### src/rtl/unidade_controle_pkg.sv
// Shared constants for the control unit, bus source multiplexer and datapath:
// opcodes, sequencing states, bus select codes and ALU operation codes.
package pacote_controle;

  localparam int N_REGS_DEFAULT = 8;

  typedef enum logic [1:0] {
    T0 = 2'd0,
    T1 = 2'd1,
    T2 = 2'd2,
    T3 = 2'd3
  } estado_t;

  localparam logic [3:0] OP_MV   = 4'd0;
  localparam logic [3:0] OP_MVI  = 4'd1;
  localparam logic [3:0] OP_ADD  = 4'd2;
  localparam logic [3:0] OP_SUB  = 4'd3;
  localparam logic [3:0] OP_AND  = 4'd4;
  localparam logic [3:0] OP_MVNZ = 4'd5;

  // Codes 0..7 on the bus select address r0..r7 directly.
  localparam logic [3:0] SEL_IMM = 4'd8;
  localparam logic [3:0] SEL_R   = 4'd9;

  localparam logic [1:0] ALU_ADD = 2'd0;
  localparam logic [1:0] ALU_SUB = 2'd1;
  localparam logic [1:0] ALU_AND = 2'd2;

  function automatic logic eh_alu(input logic [3:0] op);
    return (op == OP_ADD) || (op == OP_SUB) || (op == OP_AND);
  endfunction

endpackage

### src/rtl/unidade_controle_decodificador_3x8.sv
// 3-to-8 one-hot decoder producing the register load enables, gated by i_en.
module decodificador_3x8 (
  input  logic       i_en,
  input  logic [2:0] i_addr,
  output logic [7:0] o_onehot
);

  always_comb begin
    o_onehot = '0;
    if (i_en) o_onehot[i_addr] = 1'b1;
  end

endmodule

### src/rtl/unidade_controle.sv
// Multi-cycle control unit: mv/mvi in two cycles, add/sub/and in four.
// Optional feature macro: CONTROLE_MVNZ_EN (opcode 5 = conditional move on g_nz).
module unidade_controle
  import pacote_controle::*;
#(
  parameter int N_REGS = 8
) (
  input  logic              clock,
  input  logic              reset,
  input  logic              run,
  input  logic [15:0]       din,
  input  logic              g_nz,
  output logic [3:0]        select,
  output logic [N_REGS-1:0] reg_en,
  output logic              ir_en,
  output logic              a_en,
  output logic              r_en,
  output logic [1:0]        alu_op,
  output logic              done
);

  estado_t     r_estado;
  estado_t     w_prox_estado;
  logic [15:0] r_ir;
  logic [3:0]  w_op;
  logic [2:0]  w_rx;
  logic [2:0]  w_ry;
  logic        w_wr_en;
  logic        w_unused;

  assign w_op = r_ir[15:12];
  assign w_rx = r_ir[11:9];
  assign w_ry = r_ir[8:6];

`ifdef CONTROLE_MVNZ_EN
  assign w_unused = ^r_ir[5:0];
`else
  assign w_unused = ^{g_nz, r_ir[5:0]};
`endif

  always_ff @(posedge clock) begin
    if (reset) begin
      r_estado <= T0;
      r_ir     <= '0;
    end else begin
      r_estado <= w_prox_estado;
      if (r_estado == T0 && run) r_ir <= din;
    end
  end

  // ir_en is masked by reset so that every output reads 0 while reset is held.
  always_comb begin
    w_prox_estado = r_estado;
    select        = 4'd0;
    w_wr_en       = 1'b0;
    ir_en         = 1'b0;
    a_en          = 1'b0;
    r_en          = 1'b0;
    alu_op        = ALU_ADD;
    done          = 1'b0;
    case (r_estado)
      T0: begin
        ir_en = run & ~reset;
        if (run) w_prox_estado = T1;
      end
      T1: begin
        w_prox_estado = T0;
        case (w_op)
          OP_MV: begin
            select  = {1'b0, w_ry};
            w_wr_en = 1'b1;
            done    = 1'b1;
          end
          OP_MVI: begin
            select  = SEL_IMM;
            w_wr_en = 1'b1;
            done    = 1'b1;
          end
          OP_ADD, OP_SUB, OP_AND: begin
            select        = {1'b0, w_rx};
            a_en          = 1'b1;
            w_prox_estado = T2;
          end
`ifdef CONTROLE_MVNZ_EN
          OP_MVNZ: begin
            select  = {1'b0, w_ry};
            w_wr_en = g_nz;
            done    = 1'b1;
          end
`endif
          default: done = 1'b1;
        endcase
      end
      T2: begin
        select        = {1'b0, w_ry};
        r_en          = 1'b1;
        w_prox_estado = T3;
        case (w_op)
          OP_SUB:  alu_op = ALU_SUB;
          OP_AND:  alu_op = ALU_AND;
          default: alu_op = ALU_ADD;
        endcase
      end
      T3: begin
        select        = SEL_R;
        w_wr_en       = 1'b1;
        done          = 1'b1;
        w_prox_estado = T0;
      end
      default: w_prox_estado = T0;
    endcase
  end

  decodificador_3x8 u_decodificador (
    .i_en    (w_wr_en),
    .i_addr  (w_rx),
    .o_onehot(reg_en)
  );

endmodule
### config.mk
export PLATFORM = sky130hd
export DESIGN_NAME = unidade_controle
export DESIGN_NICKNAME = d
export VERILOG_FILES = /design/src/rtl/unidade_controle_pkg.sv /design/src/rtl/unidade_controle_decodificador_3x8.sv /design/src/rtl/unidade_controle.sv
export SDC_FILE = /design/constraint.sdc
export NUM_CORES = 1
export LEC_CHECK = 0
export ABC_CLOCK_PERIOD_IN_PS = 1100
export BUFFER_PORTS_ARGS = -buffer_cell sky130_fd_sc_hd__buf_2
export CAP_MARGIN = 20
export CORE_MARGIN = 3
export CORE_UTILIZATION = 38
export CTS_CLUSTER_SIZE = 40
export DETAILED_ROUTE_END_ITERATION = 7
export PLACE_DENSITY_LB_ADDON = 0.1
export SETUP_SLACK_MARGIN = 0.4
export SYNTH_ARGS = -nofsm -noshare
export SYNTH_HDL_FRONTEND = slang
export SYNTH_SLANG_ARGS = --single-unit
### constraint.sdc
create_clock -name clock -period 1.1 [get_ports clock]
set_input_delay 0.055 -clock clock [delete_from_list [all_inputs] [get_ports clock]]
set_output_delay 0.055 -clock clock [all_outputs]
set_load 0.02 [all_outputs]
# Word level (Yosys, flattened, before mapping)
# Index checks and enable logic that the tools add are counted.
# classes
order_cmp,2
mux,18
shift,0
multipliers,0
n_reduce_logical,6
addsub,0
n_bitwise,2
div,0
eq_ne,8
# ops
op,count
$pmux W4 S3,2
$eq A4 B2 Y1 const B,2
$mux W8,1
$pmux W2 S4,1
$mux W1,7
$mux W2,3
$eq A2 B2 Y1 const B,2
$eq A4 B1 Y1 const B,1
$eq A4 B3 Y1 const B,1
$logic_not A4 Y1,1
$lt A3 B4 Y1 const B,1
$pmux W1 S2,2
$pmux W2 S2,1
$demux W1 S3,1
$ge A3 B1 Y1 const B,1
$reduce_or A3 Y1,1
$eq A2 B1 Y1 const B,1
$logic_and A1 B1 Y1,2
$logic_not A2 Y1,1
$ne A2 B2 Y1 const B,1
$reduce_or A2 Y1,1
$and A1 B1 Y1,1
$not A1 Y1,1
# word_totals
memories,0
latch_bits,0
romBits,0
input_bits,20
mem_bits_rw,0
out_inout_bits,18
ff_bits,18

# Depth between registers and ports, before layout
# Gate-level depths: netlist of the first run.
# logic_depth
ltp_word,5
mapped_depth,5
depth_no_buf,3

# Modules after synthesis
# From an unflattened synthesis of the first run, not the netlist that was laid out.
# unflattened
hier_cells,75
hier_area_um2,711.9
# by_module_without_submodules
module,cells_each,n_inst,area_per_inst_um2
unidade_controle,67,1,615.6
decodificador_3x8,8,1,96.3

# Worst setup path after synthesis of the first run
# OpenSTA, ideal clock, no wires.
# synth_path
path_type,reg-to-output
start,register r_ir[15]
end,output reg_en[0]
path_buffers,0
arrival_time_ns,1.390
setup_slack_ns,-0.345
path_stages_with_launch,4
path_cell_list,dfxtp_1 > nor3_1 > o21ai_0 > nor4_1
# synth_between
elab_chain_cells,5
word_cells_on_any_way,6
# synth_lines
item,line,rtl
start: declaration,unidade_controle.sv:24,logic [15:0] r_ir;
start signal: assignment,unidade_controle.sv:47,if (r_estado == T0 && run) r_ir <= din;
$eq A4 B1 Y1 / $logic_not A4 Y1 (equally long branches),unidade_controle.sv:68,case (w_op)
$reduce_or A2 Y1 (no line) *,n/a,
$mux W1 *,unidade_controle.sv:68,
$pmux W1 S2 *,unidade_controle.sv:61,case (r_estado)
$mux W8 *,unidade_controle_decodificador_3x8.sv:10,if (i_en) o_onehot[i_addr] = 1'b1;
end: declaration,unidade_controle.sv:14,"output logic [N_REGS-1:0] reg_en,"
# Every way passes the cells marked *; elsewhere a longest branch is shown, timed or not.

# Worst setup path in the final report of the first run
# layout_path
start,register r_ir[15]
end,output done
# layout_between
elab_chain_cells,4
word_cells_on_any_way,6
# layout_lines
item,line,rtl
$eq A4 B3 Y1 / $eq A4 B2 Y1 (equally long branches),unidade_controle.sv:68,
$reduce_or A3 Y1 *,unidade_controle.sv:68,
$mux W1 *,unidade_controle.sv:68,
$pmux W1 S2 *,unidade_controle.sv:61,
end: declaration,unidade_controle.sv:19,output logic done
# Marked as above.

==> results.cfg, run 1 <==
[clock_tree]
clock_net_sink_count = 12
tritoncts = yes
clk_transition_reported_paths_ns = 0.08
worst_skew_late_latency_ns = 0.29
clk_root_buf = clkbuf_4
cts.path.max_buffers = 2
cts_inserted_buffers = 3
cts_hold_buf = 0
htree_levels = 1

[yosys]
ys_types = 27
synth_area_per_cell_sq_um = 9.09
synth-edff-count = 0
netlist_area_sq_um = 691
synth.top_cells.by_area = dfxtp_1, mux2i_1, nor2_1
synth_ff_type = dfxtp_1
synth-seq-area-share = 0.348
cell_type_contributing_the_most_total_cell_area_after_synthesis = dfxtp_1
synth_async_sr_flop_share = 0
post-synth-top-area-fraction = 0.348
number_of_register_bits_inferred_by_synthesis = 12
synthCells = 76
synthesis.yosys.warnings = 0
synthesis.nets = 96

[worst_setup_path]
regToRegStartpoint = r_estado[0]$_SDFFE_PP0P_
data_required_time_of_the_worst_path_ns = 1.04
rr_worst_depth = 6
r2r_end = r_ir[10]$_SDFFE_PP0P_
crit_path_end_kind = output pin
category_of_the_worst_setup_path_launch_point = register
worst-setup-path-type = reg -> out
critPathMaxFanout = 6
regToRegSetupSlack_ns = -0.29
arrival_ns = 1.50

[route]
totalWireLength_microns = 2890
drtAntennaViolNets = 0
drtIter0Drc = 21
drt-pass1-iter-count = 4
vias = 848
post-route-drc-count = 0
vias_per_cell = 5.44
route.detailed.wl_per_inst_microns = 18.5

[sta]
slew-limit-headroom = 0.777
tightestPinTransition_ns = 0.333
post_route_setup_tns_ns = -9.08
finalCritPeriodShare = 1.41
final_period_minus_worst_setup_slack_ns = 1.55
setup_viol = 29
max_clock_freq_mhz = 643
grt_setup_unrepaired = true
slew_violations = 0
fin_skew_ns = 0.00491
hold_violations = 0
postLayoutSetupSlackWorst_ns = -0.455

[finish]
nets = 153
post-route-cell-area_sq_um = 1430
num_antenna_cells = 0
syn2layout_area_growth_pct = 107
final_cell_mix = buf_6, buf_4, buf_2
layout.cells.non_filler = 156
final_common_cell = buf_6
fraction_of_final_layout_cells_sized_beyond_drive_strength_1 = 0.727
num-fill-cells = 85
utilization = 0.886

[global_route]
met3_usage = 0.0644
globalRoute.busiestLayer = met2
grt_use_met2 = 0.369
via_count_of_the_first_global_routing_pass = 784
grt_max_degree = 14
number_of_antenna_violations_at_the_first_check_in_global_routing = 0
grt_util_met1 = 0.214
grtUsageTotal = 0.196
grt_overflow = 0
first_pass_grt_wire_length_microns = 3660

[power_and_ir_drop]
power_report.internal_total_mw = 0.893
power_switching_mw = 0.425
share_comb_of_total_power = 0.319
max-vdd-ir-drop_mv = 0.702
p_clk_frac = 0.286
leakagePower_nw = 0.633
switching_share_of_power = 0.322
p_seq_frac = 0.395
power_per_standard_cell_area_nw_per_um2 = 923

[floorplanning]
die_w_microns = 48.6
core_area_sq_um = 1610
floorplan.die_area_sq_um = 2360
core.rowCount = 14
die_h_microns = 48.6
io-pin-count = 38
starting_density = 0.429

[place]
dp_cells = 140
dpl-instance-area_sq_um = 1070
place.port_buffers = 30
final_replace_weighted_congestion = 0.800
hpwl_microns = 1390
dp_slack_ns = -0.161

[job]
max_cap_viol_count = 0

[hold_path]
holdCritStartpoint = din[7]
worstHoldPathType = in -> reg
worstHoldEndpoint = r_ir[7]$_SDFFE_PP0P_
holdPathStages = 3

[outcome]
failed_checks = negative setup slack
status = complete, but fails checks
-- kinds of logic after synthesis --
family / share of synthesized area
simple gates: 0.317
compound gates: 0.140
flops: 0.348
mux: 0.145
buf+inv: 0.0507
-- per-stage QoR --
stage / power (mW) / hold slack, ns
floorplan: 0.711 / 0.124
global placement: 0.803 / 0.290
detailed placement: 0.808 / 0.298
CTS: 1.23 / 0.00532
global route: 1.39 / 0.00755
finish: 1.32 / 0.00509
-- how the worst max path moves through the flow --
stage / startpoint / end / slack [ns] / cells after the start
global route: r_ir[14]$_SDFFE_PP0P_ / reg_en[0] / -0.55 / 5
CTS: r_ir[13]$_SDFFE_PP0P_ / done / -0.42 / 4
finish: r_ir[15]$_SDFFE_PP0P_ / done / -0.45 / 4
detailed placement: r_ir[13]$_SDFFE_PP0P_ / select[2] / -0.16 / 4
global placement: r_ir[13]$_SDFFE_PP0P_ / select[2] / -0.12 / 4
floorplan: register / r_ir[12]$_SDFFE_PP0P_ / -0.04 / 5
-- per-layer routing --
metal,part of all wire,vias to the layer above
li1,-,380
met1,0.35,375
met2,0.51,65
met3,0.066,28
met4,0.076,0
met5,0,-
-- power by group through the flow --
stage	logic, mW	clock network (mW)	registers, mW
floorplan	0.191	0	0.520
global placement	0.276	0	0.527
detailed placement	0.281	0	0.528
CTS	0.346	0.371	0.517
global route	0.452	0.413	0.525
finish	0.420	0.377	0.520
-- sequential cells by signal, summed over array words and instances (netlist names), named ones only --
| signal | cells |
|---|---|
| r_ir | 10 |
| r_estado | 1 |
-- layout make-up --
cell class              instances  area, sq um  share of cell area
inverters                       1         3.75             0.00263
multi-input cells              59          602               0.422
flip-flops and latches         12          259               0.181
well taps                      24         30.0              0.0210
clock buffers                   4         36.3              0.0254
repair buffers                 56          497               0.348
-- worst max-delay path, cell delays in order (launching register included) --
cell and delay (ns):
dfxtp_4 0.39, nor4b_4 0.37, nor2_2 0.09, o21a_2 0.24, buf_6 0.13
-- repair_timing --
| action | CTS | global route |
|---|---|---|
| gates cloned | 0 | 0 |
| setup buffers | 5 | 7 |
| pin swaps | 4 | 8 |
| resized for setup | 44 | 17 |
| endpoints found under the setup margin | 30 | 30 |
-- cells in the mapped netlist (all sizes together), types with 2 or more instances --
| cell type | number |
|---|---|
| dfxtp | 12 |
| nor3b | 2 |
| a22o | 2 |
| o21a | 4 |
| nor2 | 16 |
| nor4b | 2 |
| nor2b | 2 |
| nand2 | 3 |
| nor3 | 6 |
| nor4 | 2 |
| o21ai | 2 |
| buf | 3 |
| mux2i | 10 |
No activity file was read; power rests on OpenSTA's default activity.
==> run 2, diff against run 1 <==
- TNS_END_PERCENT: not set -> 50
==> results.cfg, run 2 (synthesized netlist as in run 1, its figures left out) <==
[outcome]
status = complete, but fails checks
failed_checks = negative setup slack

[finish]
num_antenna_cells = 0
fraction_of_final_layout_cells_sized_beyond_drive_strength_1 = 0.621
utilization = 0.757
syn2layout_area_growth_pct = 76.6
biggestRegsByFlops = r_ir (10), r_estado (1)
regMostFlops = r_ir
final_common_cell = buf_4
num-fill-cells = 134
final_cell_mix = buf_4, buf_2, nor2_1
nets = 145
largest_reg_flops = 10

[sta]
grt_setup_unrepaired = true
final_period_minus_worst_setup_slack_ns = 1.55
setup_viol = 29
slew_violations = 0
tightestPinTransition_ns = 0.424
postLayoutSetupSlackWorst_ns = -0.446
slew-limit-headroom = 0.716
finalCritPeriodShare = 1.41
max_clock_freq_mhz = 647
fin_skew_ns = 0.00152
hold_violations = 0

[clock_tree]
clock_net_sink_count = 12
clk_root_buf = clkbuf_4
cts_hold_buf = 0
htree_levels = 1
cts.path.max_buffers = 2
worst_skew_late_latency_ns = 0.26
clk_transition_reported_paths_ns = 0.08
cts_inserted_buffers = 3
tritoncts = yes

[worst_setup_path]
data_required_time_of_the_worst_path_ns = 1.04
worst-setup-path-type = reg -> out
arrival_ns = 1.49
category_of_the_worst_setup_path_launch_point = register
critPathMaxFanout = 5
crit_path_end_kind = output pin

[global_route]
grt_max_degree = 14
number_of_antenna_violations_at_the_first_check_in_global_routing = 0
grt_overflow = 0
grtUsageTotal = 0.185
via_count_of_the_first_global_routing_pass = 767
grt_use_met2 = 0.326
met3_usage = 0.0399
globalRoute.busiestLayer = met2
first_pass_grt_wire_length_microns = 3570
grt_util_met1 = 0.228

[floorplanning]
die_w_microns = 48.6
floorplan.die_area_sq_um = 2360
core_area_sq_um = 1610
io-pin-count = 38
core.rowCount = 14
die_h_microns = 48.6
starting_density = 0.429

[power_and_ir_drop]
power_per_standard_cell_area_nw_per_um2 = 927
max-vdd-ir-drop_mv = 0.625
leakagePower_nw = 0.558

[route]
drtIter0Drc = 13
totalWireLength_microns = 2040
post-route-drc-count = 0
drtAntennaViolNets = 0
vias_per_cell = 5.05
vias = 748
route.detailed.wl_per_inst_microns = 13.8
drt-pass1-iter-count = 4

[place]
dp_slack_ns = -0.201
final_replace_weighted_congestion = 0.748
hpwl_microns = 1460
place.port_buffers = 30

[job]
max_cap_viol_count = 0

[hold_path]
worstHoldPathType = in -> reg
run 2: timing repair:
item                       4_1_cts  5_1_grt
setup buffers                    6        0
resized for setup               29        1
setup endpoints to repair       30       30
pin swaps                       12        9
run 2: worst paths after layout:
check                                            from  cells after the start               endpoint  slack [ns]
worst min-delay path                          din[10]                      3  r_ir[10]$_SDFFE_PP0P_        0.03
worst max register to register  r_ir[15]$_SDFFE_PP0P_                      5               register       -0.19
worst max-delay path            r_ir[15]$_SDFFE_PP0P_                      5              select[2]       -0.45
worst min register to register   r_ir[8]$_SDFFE_PP0P_                      2   r_ir[8]$_SDFFE_PP0P_        0.55
run 2: layer usage:
layer | share of wire | vias up
met5 | 0 | -
met2 | 0.49 | 24
met4 | 0.0039 | 0
met1 | 0.44 | 353
li1 | - | 369
met3 | 0.070 | 2
run 2: metrics by stage:
step	instances	instance area (sq um)	hold WS [ns]	total power, mW	TNS [ns]
floorplan	76	808	0.124	0.708	-0.379
global placement	138	1050	0.290	0.807	-1.68
detailed placement	138	1050	0.302	0.816	-2.46
CTS	148	1210	0.0247	1.13	-7.94
global route	148	1220	0.0306	1.20	-9.89
finish	148	1220	0.0276	1.13	-7.52
run 2: cell type report:
| type | count | area (sq um) | area share |
|---|---|---|---|
| multi-input combinational | 59 | 534 | 0.438 |
| timing repair buffer | 48 | 368 | 0.302 |
| sequential | 12 | 258 | 0.211 |
| tap | 24 | 30.0 | 0.0246 |
| clock buffer | 4 | 26.3 | 0.0215 |
| inverter | 1 | 3.75 | 0.00308 |
run 2: worst max-delay path, cell delays in order (launching register included):
cell and delay [ns]:
dfxtp_4 0.37, buf_4 0.14, nor3b_2 0.27, o21a_4 0.20, a22o_4 0.13, buf_6 0.11
run 2: where the power goes:
group / leakage, nW / switching (mW) / internal [mW]
clock: 0.0150 / 0.142 / 0.140
sequential: 0.102 / 0.0537 / 0.461
combinational: 0.441 / 0.153 / 0.182
total: 0.558 / 0.348 / 0.782
